<file path="src/rtl/mnist_pixel_fetch.sv">
// mnist_pixel_fetch: sequential reader for one 28x28 image held in a 1-cycle-latency ROM.
// Streams pixels on a valid/ready port with row-end and image-end markers. A 2-entry FIFO
// absorbs the ROM latency and downstream stalls.
module mnist_pixel_fetch #(
    parameter int IMG_PIXELS = 784,
    parameter int ROW_LEN    = 28,
    parameter int ADDR_W     = 10,
    parameter int DATA_W     = 8
) (
    input  logic              i_clk,
    input  logic              i_rst_n,
    input  logic              i_start,
    input  logic              i_abort,
    output logic              o_busy,
    output logic              o_done,
    output logic              o_rom_ren,
    output logic [ADDR_W-1:0] o_rom_addr,
    input  logic [DATA_W-1:0] i_rom_data,
    output logic              o_pix_valid,
    input  logic              i_pix_ready,
    output logic [DATA_W-1:0] o_pix_data,
    output logic              o_pix_eol,
    output logic              o_pix_last
);

    localparam int COL_W = (ROW_LEN > 1) ? $clog2(ROW_LEN) : 1;
    localparam logic [ADDR_W-1:0] IDX_LAST = ADDR_W'(IMG_PIXELS - 1);
    localparam logic [ADDR_W-1:0] ADDR_END = ADDR_W'(IMG_PIXELS);
    localparam logic [COL_W-1:0]  COL_LAST = COL_W'(ROW_LEN - 1);

    typedef enum logic [1:0] {StIdle, StFetch, StDone} state_t;

    state_t              r_state;
    logic                r_busy;
    logic                r_done;
    logic [ADDR_W-1:0]   r_rd_addr;
    logic [ADDR_W-1:0]   r_out_idx;
    logic [COL_W-1:0]    r_col;
    logic                r_inflight;
    logic [DATA_W-1:0]   r_mem [2];
    logic                r_wr_ptr;
    logic                r_rd_ptr;
    logic [1:0]          r_count;

    logic                w_valid;
    logic                w_pop;
    logic                w_push;
    logic                w_abort;
    logic [2:0]          w_occ;
    logic                w_rom_ren;

    // Read issue: only request a byte when a FIFO slot is guaranteed for it.
    always_comb begin
        w_valid   = (r_count != 2'd0);
        w_pop     = w_valid && i_pix_ready;
        w_abort   = i_abort && (r_state == StFetch);
        w_push    = r_inflight && !w_abort;
        // Pop implies count >= 1, so this never underflows.
        w_occ     = 3'(r_count) + 3'(r_inflight) - 3'(w_pop);
        w_rom_ren = (r_state == StFetch) && (r_rd_addr < ADDR_END) && !i_abort &&
                    (w_occ < 3'd2);
    end

    // Control FSM with read address, output index and column counters.
    always_ff @(posedge i_clk or negedge i_rst_n) begin
        if (!i_rst_n) begin
            r_state   <= StIdle;
            r_busy    <= 1'b0;
            r_done    <= 1'b0;
            r_rd_addr <= '0;
            r_out_idx <= '0;
            r_col     <= '0;
        end else begin
            unique case (r_state)
                StIdle: begin
                    r_done <= 1'b0;
                    if (i_start) begin
                        r_state   <= StFetch;
                        r_busy    <= 1'b1;
                        r_rd_addr <= '0;
                        r_out_idx <= '0;
                        r_col     <= '0;
                    end
                end
                StFetch: begin
                    if (i_abort) begin
                        r_state   <= StIdle;
                        r_busy    <= 1'b0;
                        r_rd_addr <= '0;
                        r_out_idx <= '0;
                        r_col     <= '0;
                    end else begin
                        if (w_rom_ren) begin
                            r_rd_addr <= r_rd_addr + ADDR_W'(1);
                        end
                        if (w_pop) begin
                            r_out_idx <= r_out_idx + ADDR_W'(1);
                            r_col     <= (r_col == COL_LAST) ? '0 : r_col + COL_W'(1);
                            if (r_out_idx == IDX_LAST) begin
                                r_state <= StDone;
                                r_busy  <= 1'b0;
                                r_done  <= 1'b1;
                            end
                        end
                    end
                end
                StDone: begin
                    r_done  <= 1'b0;
                    r_state <= StIdle;
                end
                default: begin
                    r_state <= StIdle;
                    r_busy  <= 1'b0;
                    r_done  <= 1'b0;
                end
            endcase
        end
    end

    // 2-entry FIFO plus in-flight flag; abort discards both.
    always_ff @(posedge i_clk or negedge i_rst_n) begin
        if (!i_rst_n) begin
            r_inflight <= 1'b0;
            r_mem[0]   <= '0;
            r_mem[1]   <= '0;
            r_wr_ptr   <= 1'b0;
            r_rd_ptr   <= 1'b0;
            r_count    <= 2'd0;
        end else if (w_abort) begin
            r_inflight <= 1'b0;
            r_wr_ptr   <= 1'b0;
            r_rd_ptr   <= 1'b0;
            r_count    <= 2'd0;
        end else begin
            r_inflight <= w_rom_ren;
            if (w_push) begin
                r_mem[r_wr_ptr] <= i_rom_data;
                r_wr_ptr        <= ~r_wr_ptr;
            end
            if (w_pop) begin
                r_rd_ptr <= ~r_rd_ptr;
            end
            r_count <= r_count + 2'(w_push) - 2'(w_pop);
        end
    end

    // Output drive: markers are qualified by valid so idle outputs read as zero.
    always_comb begin
        o_busy      = r_busy;
        o_done      = r_done;
        o_rom_ren   = w_rom_ren;
        o_rom_addr  = r_rd_addr;
        o_pix_valid = w_valid;
        o_pix_data  = r_mem[r_rd_ptr];
        o_pix_eol   = w_valid && (r_col == COL_LAST);
        o_pix_last  = w_valid && (r_out_idx == IDX_LAST);
    end

endmodule

</file>
<file path="config.mk">
export PLATFORM = sky130hd
export DESIGN_NAME = mnist_pixel_fetch
export DESIGN_NICKNAME = d
export VERILOG_FILES = /design/src/rtl/mnist_pixel_fetch.sv
export SDC_FILE = /design/constraint.sdc
export NUM_CORES = 1
export LEC_CHECK = 0
export ABC_AREA = 0
export ABC_CLOCK_PERIOD_IN_PS = 5140
export BUFFER_PORTS_ARGS = -buffer_cell sky130_fd_sc_hd__buf_2
export CAP_MARGIN = 5
export CORE_UTILIZATION = 31
export CTS_CLUSTER_DIAMETER = 200
export DETAILED_ROUTE_END_ITERATION = 16
export MAX_ROUTING_LAYER = met4
export PLACE_DENSITY_LB_ADDON = 0.15
export SYNTH_ARGS = -nofsm -noshare
export SYNTH_HDL_FRONTEND = slang
export SYNTH_SLANG_ARGS = --single-unit
</file>
<file path="constraint.sdc">
create_clock -name i_clk -period 5.14 [get_ports i_clk]
set_input_delay 0.514 -clock i_clk [delete_from_list [all_inputs] [get_ports i_clk]]
set_output_delay 0.514 -clock i_clk [all_outputs]
set_load 0.05 [all_outputs]
</file>
==> reports/qor.yml, run 1 <==
run_status:
  status: "completed"
routing:
  drtIter0Drc: 87
  vias: 1916
  top_layer_used: "met4"
  drc: 0
  routed_wl_microns: 5310
  wl_per_cell_microns: 14.3
  viasPerCell: 5.16
  dr_wl_met3_microns: 173
  ant_nets: 0
  drt-pass1-iter-count: 4
  route.met2.wl_microns: 2440
  wl_met1_microns: 2640
worst_setup_path:
  required_ns: 4.63
  critPathCaptureType: "output pin"
  worstPathMaxFanout: 12
  reg2reg_from: "r_count[1]$_DFF_PN0_"
  reg2reg_to: "o_rom_addr[7]$_DFFE_PN0P_"
  reg2reg_setup_slack_ns: 2.07
  criticalPathCategory: "reg -> out"
  ff2ff_path_depth: 9
  critPathArrivalTime_ns: 3.05
  critPathLaunchType: "flop"
synth:
  netlist.area_leader.share_pct: 49.1
  ys_top_cells_by_area: "dfrtp_1 (49%), mux2_2 (11%), nand3_1 (3.1%)"
  synth.cell_area_sq_um: 2550
  synth_top_family_by_area: "simple AND/OR/NAND/NOR gates"
  synth_warnings: 0
  yosys.area_share.simple_pct: 16.9
  yosysSeqAreaShare_pct: 49.1
  synth_compound_area_share_pct: 12.5
  synth_seq_cells: 50
  synth_edf_count: 0
  muxShareOfSynthArea_pct: 11.4
  syn_nets: 253
  syn_area_per_cell_sq_um: 10.9
  synthAdderAreaFrac_pct: 3.73
  synth-xor-area-share_pct: 2.40
  synth-main-ff-cell: "dfrtp_1"
  netlist_instances: 233
  yosysUniqueCellTypes: 47
  synth_top_area_cell: "dfrtp_1"
  synthArstFlopShare_pct: 100
floorplan:
  io-pin-count: 37
  die_y_microns: 92.7
  dieArea_sq_um: 8590
  die_x_microns: 92.7
  start_util_pct: 32.5
  fp.coreArea_sq_um: 7850
  rows: 32
final_layout:
  fillers: 791
  antenna_cells: 0
  fin_nets: 288
  final_common_cell: "dfrtp_1"
  drive_above_1_share_pct: 29.0
  area_growth_pct: 14.3
  final_cell_mix: "dfrtp_1 (50), buf_2 (36), mux2_2 (24), nand3_1 (16), nand2_1 (14)"
grt:
  grt_usage_pct: 13.6
  grt_pass1_vias: 1811
  antenna_found_initial: 0
  overflow: 0
  grt_first_pass_wirelength_microns: 8970
  grt_max_degree: 51
timing:
  finalSetupViolCount: 0
  timing.final.crit_period_ns: 3.56
  finalCritPeriodShare_pct: 69.3
  slew_headroom_pct: 34.5
  rsz0062_at_grt: "false"
  fmax_mhz: 281
  hold_viol_final: 0
  skew_ns: 0.0122
  drv_slew: 0
  fin_setup_tns_ns: 0
  worstMarginPinSlew_ns: 0.979
clock_tree:
  cts_max_level: 2
  cts_tree: "built"
  cts-root-buf: "clkbuf_8"
  clk_latency_ns: 0.31
  hold_buffers: 0
  clock_sinks: 50
  cts_inserted_buffers: 5
  ctsLongestPathBuffers: 2
  cts_setup_buffers: 0
  path_clk_slew_ns: 0.10
  ctsResizeCount: 0
power:
  ir_drop_v: 0.000283
  power_mw: 1.39
  p_leak_nw: 1.33
  powerDensity_nw_per_um2: 478
placed_design:
  gp_congestion: 0.720
  port_buffers: 36
  place_hpwl_microns: 3630
job:
  cap_violations: 0
hold_path:
  hold_path_class: "in -> async"
registers in the layout, summed over array words and instances, names as in the netlist, 2 cells and up:
signal,cells
r_count,2
r_out_idx,10
o_rom_addr,10
r_state,2
r_col,5
r_mem,16
where the power goes:
part	internal (mW)	switching (mW)	total, mW
Clock	0.148	0.141	0.289
Sequential	0.480	0.0680	0.548
Combinational	0.197	0.357	0.555
Total	0.826	0.566	1.39
worst max-delay path, stage by stage, from the launching register on:
cell and delay (ns):
dfrtp_1 0.47, o21ai_1 0.28, inv_2 0.17, ha_1 0.29, nand2b_1 0.15, fa_1 0.47, and4bb_1 0.24, o211ai_2 0.23
inv_1 0.16, buf_2 0.27
final cells by class:
class	count	area, sq um	share of cell area (%)
Sequential cell	50	1250	42.9
Inverter	9	33.8	1.16
Clock inverter	3	48.8	1.67
Timing Repair Buffer	37	188	6.44
Multi-Input combinational cell	165	1200	41.0
Tap cell	102	128	4.38
Clock buffer	5	68.8	2.36
through the flow:
| step | worst slack (ns) | hold WS [ns] | std cells | instance area [sq um] | util, % |
|---|---|---|---|---|---|
| final | 1.58 | 0.312 | 371 | 2910 | 37.1 |
| after global routing | 1.37 | 0.366 | 371 | 2910 | 37.1 |
| after CTS | 1.54 | 0.341 | 371 | 2910 | 37.1 |
| after detailed placement | 1.83 | 0.477 | 363 | 2800 | 35.6 |
| after global placement | 1.93 | 0.483 | 363 | 2800 | 35.6 |
| after floorplan | 2.16 | 0.218 | 233 | 2550 | - |
cells in the mapped netlist, types with 2 or more instances:
cell       n
ha_1       6
nand2b_1   2
and2_1     2
dfrtp_1   50
o21ai_0   13
nor3b_1    3
xnor2_1    5
clkbuf_1   3
inv_1      8
buf_6      4
or4_1      7
mux2_2    24
nor2_1    10
or2_2      3
a21o_1     3
nand4_1    5
o211ai_1   2
a21oi_1   11
o31ai_1    8
mux2i_1    2
or3_1      3
nand3_1   16
xor2_1     2
nor3_1     3
nand2_1   14
nand3b_1   3
cells by family (layout without fill, tap and decap cells):
| kind of cell | Yosys count | after routing |
|---|---|---|
| AOI/OAI and AO/OA | 48 | 48 |
| DFF | 50 | 50 |
| adders and majority gates | 7 | 7 |
| xor gates and xnor gates | 7 | 7 |
| muxes | 26 | 26 |
| and+or+nand+nor | 77 | 77 |
| buffers and inverters | 18 | 54 |
worst max path at each step:
stage	from	to	slack, ns	cells after the start
after global routing	r_count[1]$_DFF_PN0_	o_rom_ren	1.37	9
after floorplan	r_count[1]$_DFF_PN0_	o_rom_ren	2.16	9
after CTS	r_count[1]$_DFF_PN0_	o_rom_ren	1.54	9
after detailed placement	i_pix_ready	o_rom_ren	1.83	10
final	r_count[1]$_DFF_PN0_	o_rom_ren	1.58	9
after global placement	i_pix_ready	o_rom_ren	1.93	10
routing by layer:
layer / global-route usage [%] / vias up
li1: - / 928
met1: 17.9 / 942
met2: 21.6 / 39
met3: 2.46 / 7
met4: 3.85 / 0
met5: - / -
Note: power is estimated with default switching activity, not from simulation.
==> inputs of run 2 (changes only) <==
- ABC_CLOCK_PERIOD_IN_PS: 5140 -> 3250
- clock period: 5.14 -> 3.25 ns (I/O delays scaled with it)
==> run 2 against run 1 <==
Against the previous run:
- clock skew is 0.0031 ns lower
- via count down 1.5%
- critical path type unchanged
- critical path depth unchanged
- largest power group unchanged
- power up 60%
- sequential share of layout area down 0.55 points
- sequential power up 59%
- non-clock buffer count is 3 higher
- first-iteration DRC count decreased by 22%
==> reports/qor.yml, run 2 (synthesized netlist as in run 1, its figures left out) <==
run_status:
  status: "completed"
worst_setup_path:
  setup.worst_path.end: "o_rom_ren"
  criticalPathCategory: "reg -> out"
  startpoint: "r_count[1]$_DFF_PN0_"
  critPathCaptureType: "output pin"
  critPathLaunchType: "flop"
  required_ns: 2.92
  reg2reg_to: "o_rom_addr[5]$_DFFE_PN0P_"
  reg2reg_setup_slack_ns: 0.45
  ff2ff_path_depth: 9
  worstPathMaxFanout: 12
  reg2reg_from: "r_count[1]$_DFF_PN0_"
  critPathArrivalTime_ns: 2.72
routing:
  drt-pass1-iter-count: 4
  route.met2.wl_microns: 2510
  drc: 0
  wl_met1_microns: 2610
  vias: 1888
  dr_wl_met3_microns: 163
  routed_wl_microns: 5320
  wl_per_cell_microns: 14.2
  ant_nets: 0
  viasPerCell: 5.05
  top_layer_used: "met4"
  drtIter0Drc: 68
grt:
  overflow: 0
  antenna_found_initial: 0
  grt_pass1_vias: 1860
  grt_max_degree: 39
  grt_usage_pct: 14.1
  grt_first_pass_wirelength_microns: 9270
final_layout:
  antenna_cells: 0
  largest_register_ffs: 16
  stdcell_count: 374
  fillers: 823
  final_util_pct: 37.6
  area_growth_pct: 15.8
  largest_register: "r_mem"
  final_area_sq_um: 2950
  final_common_cell: "dfrtp_1"
  drive_above_1_share_pct: 30.1
  seqCellArea_sq_um: 1250
  multi_input_area_sq_um: 1220
  final_cell_mix: "dfrtp_1 (50), buf_2 (35), mux2_2 (24), nand3_1 (16), nand2_1 (14)"
  fin_nets: 291
floorplan:
  dieArea_sq_um: 8590
  rows: 32
  die_y_microns: 92.7
  fp.coreArea_sq_um: 7850
  start_util_pct: 32.5
  io-pin-count: 37
  die_x_microns: 92.7
timing:
  rsz0062_at_grt: "false"
  hold_viol_final: 0
  slew_headroom_pct: 40.7
  fin_setup_tns_ns: 0
  postLayoutSetupSlackWorst_ns: 0.206
  worst_hold_slack_ns: 0.139
  finalSetupViolCount: 0
  drv_slew: 0
  worstMarginPinSlew_ns: 0.888
  timing.final.crit_period_ns: 3.04
  fmax_mhz: 329
  finalCritPeriodShare_pct: 93.6
  skew_ns: 0.00909
placed_design:
  gp_congestion: 0.745
  post_dp_cell_area_sq_um: 2810
  placed_cells: 365
  place_hpwl_microns: 3760
  port_buffers: 36
  pre_cts_slack_ns: 0.348
power:
  p_leak_nw: 1.34
  power_mw: 2.22
  ir_drop_v: 0.000464
  powerDensity_nw_per_um2: 752
clock_tree:
  cts_tree: "built"
  cts_max_level: 2
  cts-root-buf: "clkbuf_8"
  cts_inserted_buffers: 5
  hold_buffers: 0
  clk_latency_ns: 0.30
  ctsLongestPathBuffers: 2
  clock_sinks: 50
  path_clk_slew_ns: 0.09
hold_path:
  hold_path_class: "in -> async"
job:
  cap_violations: 0
run 2: cell types whose count changed in the layout (fill, tap and decap cells not counted), sizes merged:
cell / previous run / this run
buf: 37 / 39
clkbuf: 5 / 7
inv: 10 / 9
run 2: report_power, final:
part           internal [mW]  switching, mW  leakage [nW]
Combinational          0.338          0.573         0.627
Clock                  0.230          0.206        0.0514
Sequential             0.760          0.113         0.664
Total                   1.33          0.893          1.34
run 2: layer usage:
metal | GRT usage [%] | up-vias
li1 | - | 929
met1 | 18.5 | 929
met2 | 22.5 | 28
met3 | 2.55 | 2
met4 | 3.46 | 0
met5 | - | -
run 2: worst min-delay path by stage:
stage | startpoint | to | slack (ns)
floorplan | i_rst_n | o_busy$_DFFE_PN0P_ | 0.03
global placement | r_col[4]$_DFFE_PN0P_ | r_col[4]$_DFFE_PN0P_ | 0.48
detailed placement | r_col[4]$_DFFE_PN0P_ | r_col[4]$_DFFE_PN0P_ | 0.48
CTS | i_rst_n | r_out_idx[2]$_DFFE_PN0P_ | 0.18
global route | i_rst_n | r_mem[8]$_DFFE_PN0P_ | 0.22
finish | i_rst_n | r_out_idx[7]$_DFFE_PN0P_ | 0.14
run 2: repair_timing:
action,CTS,global route
resized for setup,0,4
buffers inserted,0,1
endpoints found under the setup margin,0,1
endpoints found under the hold margin,0,0
run 2: cell type report:
cell class	instances	share of cell area, %
multi-input combinational	165	41.2
clock buffer	6	2.46
timing repair buffer	40	7.21
tap	102	4.32
clock inverter	2	1.27
inverter	9	1.14
sequential	50	42.4
run 2: critical path: stages (launching register included):
cell	delay [ns]
dfrtp_1	0.49
o21ai_2	0.20
inv_2	0.05
ha_1	0.26
nand2b_1	0.15
fa_1	0.47
and4bb_1	0.28
o211ai_4	0.16
inv_1	0.13
clkbuf_4	0.24
==> inputs of run 3 (changes only) <==
==> constraint.sdc (replaced) <==
create_clock -name i_clk -period 3.25 [get_ports i_clk]
set_input_delay 0 -clock i_clk [delete_from_list [all_inputs] [get_ports i_clk]]
set_output_delay 0 -clock i_clk [all_outputs]
set_load 0.05 [all_outputs]
==> run 3 against run 2 <==
Against the previous run:
- maximum frequency grew 4.2%
- highest routed layer unchanged
- wire length grew 1.3%
- via count grew 2.2%
- sequential share of layout area shrank 1.5 points
- non-clock buffer count grew 10
- power grew 3.1%
- die area is the same
==> reports/qor.yml, run 3 (synthesized netlist as in run 1, its figures left out) <==
timing:
  skew_ns: 0.00671
  fmax_mhz: 342
  finalCritPeriodShare_pct: 89.8
  finalSetupViolCount: 0
  hold_viol_final: 0
  drv_slew: 0
  worst_hold_slack_ns: 0.121
  timing.final.crit_period_ns: 2.92
  worstMarginPinSlew_ns: 0.929
  fin_setup_tns_ns: 0
  postLayoutSetupSlackWorst_ns: 0.330
  rsz0062_at_grt: "false"
  slew_headroom_pct: 38.0
clock_tree:
  cts_setup_buffers: 0
  clock_sinks: 50
  path_clk_slew_ns: 0.09
  cts_inserted_buffers: 5
  cts_tree: "built"
  cts-root-buf: "clkbuf_8"
  cts_max_level: 2
  clk_latency_ns: 0.30
  ctsLongestPathBuffers: 2
final_layout:
  fillers: 817
  drive_above_1_share_pct: 28.7
  antenna_cells: 0
  final_util_pct: 39.0
  final_cell_mix: "dfrtp_1 (50), buf_2 (36), mux2_2 (24), nand3_1 (16), nand2_1 (14)"
  stdcell_count: 384
  area_growth_pct: 19.9
  fin_nets: 301
  final_common_cell: "dfrtp_1"
  seqCellArea_sq_um: 1250
  largest_register_ffs: 16
  largest_register: "r_mem"
  multi_input_area_sq_um: 1200
  final_area_sq_um: 3060
floorplan:
  die_x_microns: 92.7
  dieArea_sq_um: 8590
  io-pin-count: 37
  rows: 32
  fp.coreArea_sq_um: 7850
  start_util_pct: 32.5
  die_y_microns: 92.7
hold_path:
  hold_path_class: "in -> reg"
placed_design:
  place_hpwl_microns: 3800
  placed_cells: 366
  port_buffers: 36
  gp_congestion: 0.766
  post_dp_cell_area_sq_um: 2820
  pre_cts_slack_ns: 0.334
worst_setup_path:
  criticalPathCategory: "reg -> reg"
  cp_slowest_cell: "or4_1"
  path_buf_inv: 1
  required_ns: 3.48
  path_cells: "o21ai_1, inv_2, ha_1, nand2b_1, fa_1, and4bb_1, o211ai_2, or4_1, a21oi_1"
  max_stage_delay_ns: 0.55
  critPathCaptureType: "flop"
  worstPathMaxFanout: 12
  critPathLaunchType: "flop"
  critical_path.top_delay_family: "simple AND/OR/NAND/NOR gates"
  critPathArrivalTime_ns: 3.15
power:
  powerDensity_nw_per_um2: 749
  p_leak_nw: 1.40
  power_mw: 2.29
  ir_drop_v: 0.000428
grt:
  grt_usage_pct: 14.1
  grt_pass1_vias: 1867
  antenna_found_initial: 0
  grt_max_degree: 28
  grt_first_pass_wirelength_microns: 9230
  overflow: 0
run_status:
  status: "completed"
routing:
  vias: 1930
  viasPerCell: 5.03
  drc: 0
  ant_nets: 0
  drtIter0Drc: 57
  routed_wl_microns: 5390
  drt-pass1-iter-count: 4
  wl_per_cell_microns: 14.0
job:
  cap_violations: 0
-- run 3: cell types whose count changed in the layout (fill, tap and decap cells not counted) --
cell           change
bufinv_16          +1
clkinv_4           +1
xnor2_1            +1
o211ai_4           -1
dlygate4sd3_1     +10
o211ai_2           +1
clkinvlp_4         -1
clkbuf_4           -1
o21ai_2            -1
buf_2              +1
o21ai_1            +1
xnor2_2            -1
clkbuf_1           -1
-- run 3: layout make-up --
cell class                 instances  area share (%)
clock buffer                       5            2.25
inverter                           9            1.11
clock inverter                     3            2.25
timing repair buffer              50            10.2
sequential                        50            40.9
tap                              102            4.18
multi-input combinational        165            39.1
-- run 3: power breakdown --
group          internal [mW]  total [mW]  switching [mW]
registers              0.760       0.861           0.101
logic                  0.334       0.910           0.576
clock network          0.308       0.520           0.211
-- run 3: worst paths after layout --
check                                      from                        end  slack, ns  cells past startpoint
setup reg to reg           r_count[0]$_DFF_PN0_  o_rom_addr[7]$_DFFE_PN0P_       0.33                      9
hold / removal                          i_abort       r_count[0]$_DFF_PN0_       0.12                      3
min in group asynchronous               i_rst_n   r_out_idx[7]$_DFFE_PN0P_       0.25                      2
hold reg to reg            r_col[4]$_DFFE_PN0P_       r_col[4]$_DFFE_PN0P_       0.50                      1
setup / recovery           r_count[0]$_DFF_PN0_  o_rom_addr[7]$_DFFE_PN0P_       0.33                      9
max in group asynchronous               i_rst_n       r_rd_ptr$_DFFE_PN0P_       2.24                      3
-- run 3: timing repair --
| item | in CTS | in global routing |
|---|---|---|
| hold endpoints to repair | 43 | 0 |
| resized for setup | 0 | 0 |
| hold buffers | 10 | 0 |
-- run 3: routing by layer --
layer | track usage, % | part of all wire (%) | vias to the layer above
met2 | 21.7 | 45 | 36
met3 | 2.63 | 3.5 | 12
met1 | 18.6 | 50 | 934
li1 | - | - | 948
met5 | - | 0 | -
met4 | 5.00 | 1.7 | 0
-- run 3: tightest hold or removal path: stages --
cell	delay, ns
buf_2	0.14
nand3b_1	0.12
and2_1	0.13
